[src/rtl/da_divider_if.sv]
// Operand/result handshake bundle for the sequential divider.
// The master drives operands and result acceptance; the slave is the divider.
interface da_divider_if #(
  parameter int ASIZE = 16,
  parameter int BSIZE = 8
);
  logic             in_valid;
  logic             in_ready;
  logic [ASIZE-1:0] adata;
  logic [BSIZE-1:0] bdata;
  logic             out_valid;
  logic             out_ready;
  logic [ASIZE-1:0] qdata;
  logic [BSIZE-1:0] rdata;
  logic             div_zero;

  modport master (
    output in_valid, adata, bdata, out_ready,
    input  in_ready, out_valid, qdata, rdata, div_zero
  );

  modport slave (
    input  in_valid, adata, bdata, out_ready,
    output in_ready, out_valid, qdata, rdata, div_zero
  );
endinterface

[src/rtl/da_divider.sv]
// Unsigned radix-2 restoring divider, one quotient bit per clock, with
// valid/ready handshakes on both the operand and the result side.
module da_divider #(
  parameter int ASIZE = 16,
  parameter int BSIZE = 8,
  parameter int CSIZE = 5
) (
  input logic          clock,
  input logic          rst_n,
  da_divider_if.slave  bus
);

  if (ASIZE < BSIZE || BSIZE < 2 || (2 ** CSIZE) <= ASIZE) begin : g_bad_param
    $error("PARAM is wrong");
  end

  typedef enum logic [1:0] {
    IDLE = 2'd0,
    CALC = 2'd1,
    DONE = 2'd2
  } state_t;

  state_t           state_r, state_nx;
  logic [ASIZE-1:0] dividend_r, dividend_nx;
  logic [BSIZE-1:0] divisor_r, divisor_nx;
  logic [BSIZE-1:0] rem_r, rem_nx;
  logic [CSIZE-1:0] cnt_r, cnt_nx;
  logic [ASIZE-1:0] qdata_r, qdata_nx;
  logic [BSIZE-1:0] rdata_r, rdata_nx;
  logic             div_zero_r, div_zero_nx;
  logic             out_valid_r, out_valid_nx;
  logic             in_ready_r, in_ready_nx;
  logic [BSIZE:0]   rem_shift_s;

  // The stored remainder always stays below the divisor, so BSIZE bits hold
  // it; the shifted trial value needs the extra bit for the compare.
  assign rem_shift_s = {rem_r, dividend_r[ASIZE-1]};

  // Next-state, datapath step and next registered-output values.
  always_comb begin
    state_nx     = state_r;
    dividend_nx  = dividend_r;
    divisor_nx   = divisor_r;
    rem_nx       = rem_r;
    cnt_nx       = cnt_r;
    qdata_nx     = qdata_r;
    rdata_nx     = rdata_r;
    div_zero_nx  = div_zero_r;
    out_valid_nx = 1'b0;
    case (state_r)
      IDLE: begin
        if (bus.in_valid) begin
          dividend_nx = bus.adata;
          divisor_nx  = bus.bdata;
          rem_nx      = '0;
          cnt_nx      = CSIZE'(ASIZE - 1);
          if (bus.bdata == '0) begin
            state_nx    = DONE;
            qdata_nx    = '1;
            rdata_nx    = '0;
            div_zero_nx = 1'b1;
          end else begin
            state_nx = CALC;
          end
        end else begin
          state_nx = IDLE;
        end
      end
      CALC: begin
        // Quotient bits shift into the low end as dividend bits leave the top.
        if (rem_shift_s >= {1'b0, divisor_r}) begin
          rem_nx      = BSIZE'(rem_shift_s - {1'b0, divisor_r});
          dividend_nx = {dividend_r[ASIZE-2:0], 1'b1};
        end else begin
          rem_nx      = rem_shift_s[BSIZE-1:0];
          dividend_nx = {dividend_r[ASIZE-2:0], 1'b0};
        end
        if (cnt_r == '0) begin
          state_nx    = DONE;
          cnt_nx      = '0;
          qdata_nx    = dividend_nx;
          rdata_nx    = rem_nx;
          div_zero_nx = 1'b0;
        end else begin
          state_nx = CALC;
          cnt_nx   = cnt_r - CSIZE'(1);
        end
      end
      DONE: begin
        if (out_valid_r && bus.out_ready) begin
          state_nx     = IDLE;
          out_valid_nx = 1'b0;
        end else begin
          state_nx     = DONE;
          out_valid_nx = 1'b1;
        end
      end
      default: begin
        state_nx = IDLE;
      end
    endcase
    in_ready_nx = (state_nx == IDLE);
  end

  // State, datapath and output registers with synchronous active-low reset.
  always_ff @(posedge clock) begin
    if (!rst_n) begin
      state_r     <= IDLE;
      dividend_r  <= '0;
      divisor_r   <= '0;
      rem_r       <= '0;
      cnt_r       <= '0;
      qdata_r     <= '0;
      rdata_r     <= '0;
      div_zero_r  <= 1'b0;
      out_valid_r <= 1'b0;
      in_ready_r  <= 1'b1;
    end else begin
      state_r     <= state_nx;
      dividend_r  <= dividend_nx;
      divisor_r   <= divisor_nx;
      rem_r       <= rem_nx;
      cnt_r       <= cnt_nx;
      qdata_r     <= qdata_nx;
      rdata_r     <= rdata_nx;
      div_zero_r  <= div_zero_nx;
      out_valid_r <= out_valid_nx;
      in_ready_r  <= in_ready_nx;
    end
  end

  assign bus.in_ready  = in_ready_r;
  assign bus.out_valid = out_valid_r;
  assign bus.qdata     = qdata_r;
  assign bus.rdata     = rdata_r;
  assign bus.div_zero  = div_zero_r;

endmodule

[src/flat_wrapper.sv]
// flat-port wrapper written by rule: the top's interface ports become plain ports
module da_divider_flat 
#(
  parameter int ASIZE = 16,
  parameter int BSIZE = 8,
  parameter int CSIZE = 5
)
  (clock, rst_n, bus_in_valid, bus_adata, bus_bdata, bus_out_ready, bus_in_ready, bus_out_valid, bus_qdata, bus_rdata, bus_div_zero);
  da_divider_if #(.ASIZE(ASIZE), .BSIZE(BSIZE)) bus_i ();
  input logic clock;
  input logic rst_n;
  input wire logic [$bits(bus_i.in_valid)-1:0] bus_in_valid;
  input wire logic [$bits(bus_i.adata)-1:0] bus_adata;
  input wire logic [$bits(bus_i.bdata)-1:0] bus_bdata;
  input wire logic [$bits(bus_i.out_ready)-1:0] bus_out_ready;
  output wire logic [$bits(bus_i.in_ready)-1:0] bus_in_ready;
  output wire logic [$bits(bus_i.out_valid)-1:0] bus_out_valid;
  output wire logic [$bits(bus_i.qdata)-1:0] bus_qdata;
  output wire logic [$bits(bus_i.rdata)-1:0] bus_rdata;
  output wire logic [$bits(bus_i.div_zero)-1:0] bus_div_zero;
  assign bus_i.in_valid = bus_in_valid;
  assign bus_i.adata = bus_adata;
  assign bus_i.bdata = bus_bdata;
  assign bus_i.out_ready = bus_out_ready;
  assign bus_in_ready = bus_i.in_ready;
  assign bus_out_valid = bus_i.out_valid;
  assign bus_qdata = bus_i.qdata;
  assign bus_rdata = bus_i.rdata;
  assign bus_div_zero = bus_i.div_zero;
  da_divider #(.ASIZE(ASIZE), .BSIZE(BSIZE), .CSIZE(CSIZE)) u_core (.clock(clock), .rst_n(rst_n), .bus(bus_i));
endmodule
[config.mk]
export PLATFORM = sky130hd
export DESIGN_NAME = da_divider_flat
export DESIGN_NICKNAME = d
export VERILOG_FILES = /design/src/rtl/da_divider_if.sv /design/src/rtl/da_divider.sv /design/src/flat_wrapper.sv
export SDC_FILE = /design/constraint.sdc
export NUM_CORES = 1
export LEC_CHECK = 0
export CORE_MARGIN = 2
export CORE_UTILIZATION = 40
export DETAILED_ROUTE_END_ITERATION = 8
export PLACE_DENSITY = 0.65
export SETUP_SLACK_MARGIN = 0.05
export SYNTH_ARGS = -nofsm -noshare
export SYNTH_HDL_FRONTEND = slang
export SYNTH_SLANG_ARGS = --single-unit
[constraint.sdc]
create_clock -name clock -period 2.7 [get_ports clock]
set_input_delay 0.54 -clock clock [delete_from_list [all_inputs] [get_ports clock]]
set_output_delay 0.54 -clock clock [all_outputs]
set_load 0.01 [all_outputs]
==> reports/summary.txt <==
Status: finished clean
Congestion Overflow GR: 0
Gate Count Post-Synth: 386
HP Class: reg -> reg
Max-cap check violation count: 0
Most frequent standard cell in the layout excluding fill and tap cells: sky130_fd_sc_hd__nand2_1
Crit-path leading delay family: compound AO/OA/AOI/OAI gates
Via count: 2963
Relative contribution of combinational cells to total power: 42.9%
Final cycle utilization of the critical path: 82.1%
Initial core utilization: 41.6%
Number of sinks driven by the clock tree: 66
Diodes inserted: 0
Measured slew at the worst slew-check pin: 511 ps
Area growth from synthesis to layout: 25.0%
Cell mode on critical path: sky130_fd_sc_hd__a31oi_2
Top FF cell, synth: sky130_fd_sc_hd__dfxtp_1
Share of layout cells above drive strength 1: 7.26%
Aggregate routed wire length: 8.14 mm
Number of levels in the clock H-tree: 3
Antenna viol nets, final: 0
GPL Wtd Cong: 0.931
Hold Slack: 458 ps
Upper clock frequency limit: 451 MHz
Total of buffers placed on input and output ports: 54
Time the final worst path needs with I/O delays and setup: 2220 ps
Share of the yosys chip area belonging to registers: 40.9%
Switching Fraction: 39.7%
Layout filler cell count: 753
Number of register bits inferred by synthesis: 66
Detailed-route vias per instance: 5.46
Data required time at the worst endpoint: 2930 ps
Post-detail-place hpwl: 5.83 mm
CTS tree: done
# rows: 32
Area share of the leading cell type in the synthesized netlist: 40.9%
Vias in the first global route: 2843
Area enclosed by the die boundary: 0.00882 mm²
List of cells traversed by the critical path: inv_1 > ha_1 > a21o_1 > a31oi_2 > a31oi_2 > or3_1 > a32o_1
Maximum resistive drop on vdd: 0.000387 V
Worst setup SP type: register
Hold violation count in the final report: 0
Ports: 55
Cell taking the most area after synthesis: sky130_fd_sc_hd__dfxtp_1
Number of search-and-repair iterations in the first detailed-routing pass: 4
Total buffers and inverters traversed by the critical path: 1
Core area: 0.00777 mm²
Post-CTS Resized: 0
Chip Height: 93.9 µm
Die span in x: 93.9 µm
Data arrival at the endpoint of the critical path: 2450 ps
Setup TNS Final: 0 ps
Leakage power of the design: 0.00172 µW
Internal power: 2200 µW
Smallest setup slack after layout: 484 ps
Number of enable flip-flop cells after synthesis: 0
Initial drt markers: 152
DRC violation count after routing: 0
Final setup violation count: 0
Proportion of power drawn by the clock network: 22.7%
Total nets after synthesis: 425
Number of hold buffers added after cts: 0
Largest buffer count on any clock path: 2
Number of nets in the layout: 475
Total number of yosys warnings: 0
Highest-count cells in the layout ignoring fill and taps: sky130_fd_sc_hd__nand2_1, sky130_fd_sc_hd__dfxtp_1, sky130_fd_sc_hd__clkdlybuf4s50_1
Clock transition at path regs: 70 ps
Place WS: 178 ps
Global-route wire length before repair: 13.3 mm
Cell area after technology mapping: 0.00323 mm²
Placed standard-cell area: 0.00385 mm²
Count of distinct cell types in the synthesized netlist: 56
Path type of the worst setup path: reg -> reg
Slowest CP cell: sky130_fd_sc_hd__or3_1
Final number of max-transition violations: 0
Max-slew headroom: 65.8%
CTS root buffer: sky130_fd_sc_hd__clkbuf_8
Power density normalized to cell area: 903 mW/mm²
Async set or reset register ratio after synthesis: 0%
Highest fanout seen on the critical path: 9
Sequential power share: 34.4%
Number of antenna violations at the first check in global routing: 0
Unrepaired setup endpoints after global routing: false
Mean routed wirelength per cell: 15.0 µm
Total Routing Usage GR: 19.1%
Delay contributed by the slowest stage of the critical path: 400 ps
Largest net degree at the start of global routing: 34
Source-to-sink clock delay at the later pin of the worst-skew pair: 340 ps
Critical Path Sink Type: register
Final std cell area, no fill: 0.00404 mm²
Top post-synthesis cells by area: sky130_fd_sc_hd__dfxtp_1, sky130_fd_sc_hd__nand2_1, sky130_fd_sc_hd__o211a_1, sky130_fd_sc_hd__ha_1, sky130_fd_sc_hd__nor2_1
Worst clock skew on the final layout: 12.4 ps
Psw: 1450 µW
Setup bufs post-CTS: 0
Number of buffers created by CTS: 9
Average size of a mapped cell: 8.38 µm²
[Yosys cell counts (all sizes together), types with 2 or more instances]
master and count:
buf 10, dfxtp 66, a21o 3, nand4 2, nor3 6, or4 2
a21oi 8, o31ai 9, and3 4, o211a 15, nand3 11, a31oi 18
a41oi 2, a21boi 9, nor2 34, a211oi 5, inv 15, o211ai 2
a32o 5, o21a 2, ha 10, o21ai 25, nand2b 2, and2 7
a32oi 2, nor3b 2, nor2b 3, nand2 73, clkbuf 14, xor2 2
o311a 2, a31o 2
[logic make-up (layout without fill, tap and decap cells)]
family                     count (synthesis)  after routing  share of synthesized area [%]
and+or+nand+nor                          150            150                           21.2
AOI/OAI and AO/OA                        116            116                           26.8
DFF                                       66             66                           40.9
buffers and inverters                     39             94                           5.53
adders and majority gates                 11             11                           4.49
xor gates and xnor gates                   3              3                          0.813
muxes                                      1              1                          0.310
[flip-flops by register name, indices dropped and copies added (netlist names)]
register and count:
u_core.bus.qdata 16, u_core.cnt_r 5, u_core.bus.out_valid 1, u_core.state_r 2
u_core.rem_r 8, u_core.bus.div_zero 1, u_core.dividend_r 16, u_core.bus.rdata 8
u_core.bus.in_ready 1, u_core.divisor_r 8
[power groups by stage]
stage          clock, µW  sequential [µW]  combinational (µW)
6_report             827             1260                1570
4_1_cts              844             1260                1550
3_3_place_gp           0             1270                1530
5_1_grt              879             1280                1730
2_1_floorplan          0             1250                1090
3_5_place_dp           0             1270                1540
[stage by stage]
stage	cells	util, %	power [µW]
global route	543	52.0	3890
floorplan	386	-	2350
global placement	527	49.5	2800
detailed placement	527	49.5	2810
CTS	543	52.0	3650
finish	543	52.0	3650
[cell type report]
cell class | count | area [µm²] | share of cell area, %
clock inverters | 4 | 51.3 | 1.27
inverters | 15 | 56.3 | 1.39
flip-flops and latches | 66 | 1320 | 32.7
well taps | 102 | 128 | 3.16
clock buffers | 12 | 145 | 3.59
repair buffers | 63 | 608 | 15.0
multi-input cells | 281 | 1730 | 42.9
[layer usage]
layer / vias to the layer above / GRT usage, % / wire length, µm
li1: 1477 / - / -
met1: 1391 / 23.6 / 3520
met2: 83 / 32.3 / 4090
met3: 12 / 5.14 / 389
met4: 0 / 5.92 / 133
met5: - / 0 / 0
[final timing paths]
kind | start | endpoint | slack (ps) | depth (start not counted)
setup / recovery | u_core.divisor_r[4] | u_core.bus.rdata[2] | 480 | 7
hold / removal | u_core.bus.rdata[3] | u_core.bus.rdata[3] | 460 | 2
setup reg to reg | u_core.divisor_r[4] | u_core.bus.rdata[2] | 480 | 7
hold reg to reg | u_core.bus.rdata[3] | u_core.bus.rdata[3] | 460 | 2
[worst register-to-register path, cell delays in order, from the launching register on]
cell	delay [ps]
sky130_fd_sc_hd__dfxtp_1	340
sky130_fd_sc_hd__inv_1	50
sky130_fd_sc_hd__ha_1	350
sky130_fd_sc_hd__a21o_1	250
sky130_fd_sc_hd__a31oi_2	230
sky130_fd_sc_hd__a31oi_2	240
sky130_fd_sc_hd__or3_1	400
sky130_fd_sc_hd__a32o_1	260
No activity file was read; power rests on OpenSTA's default activity.
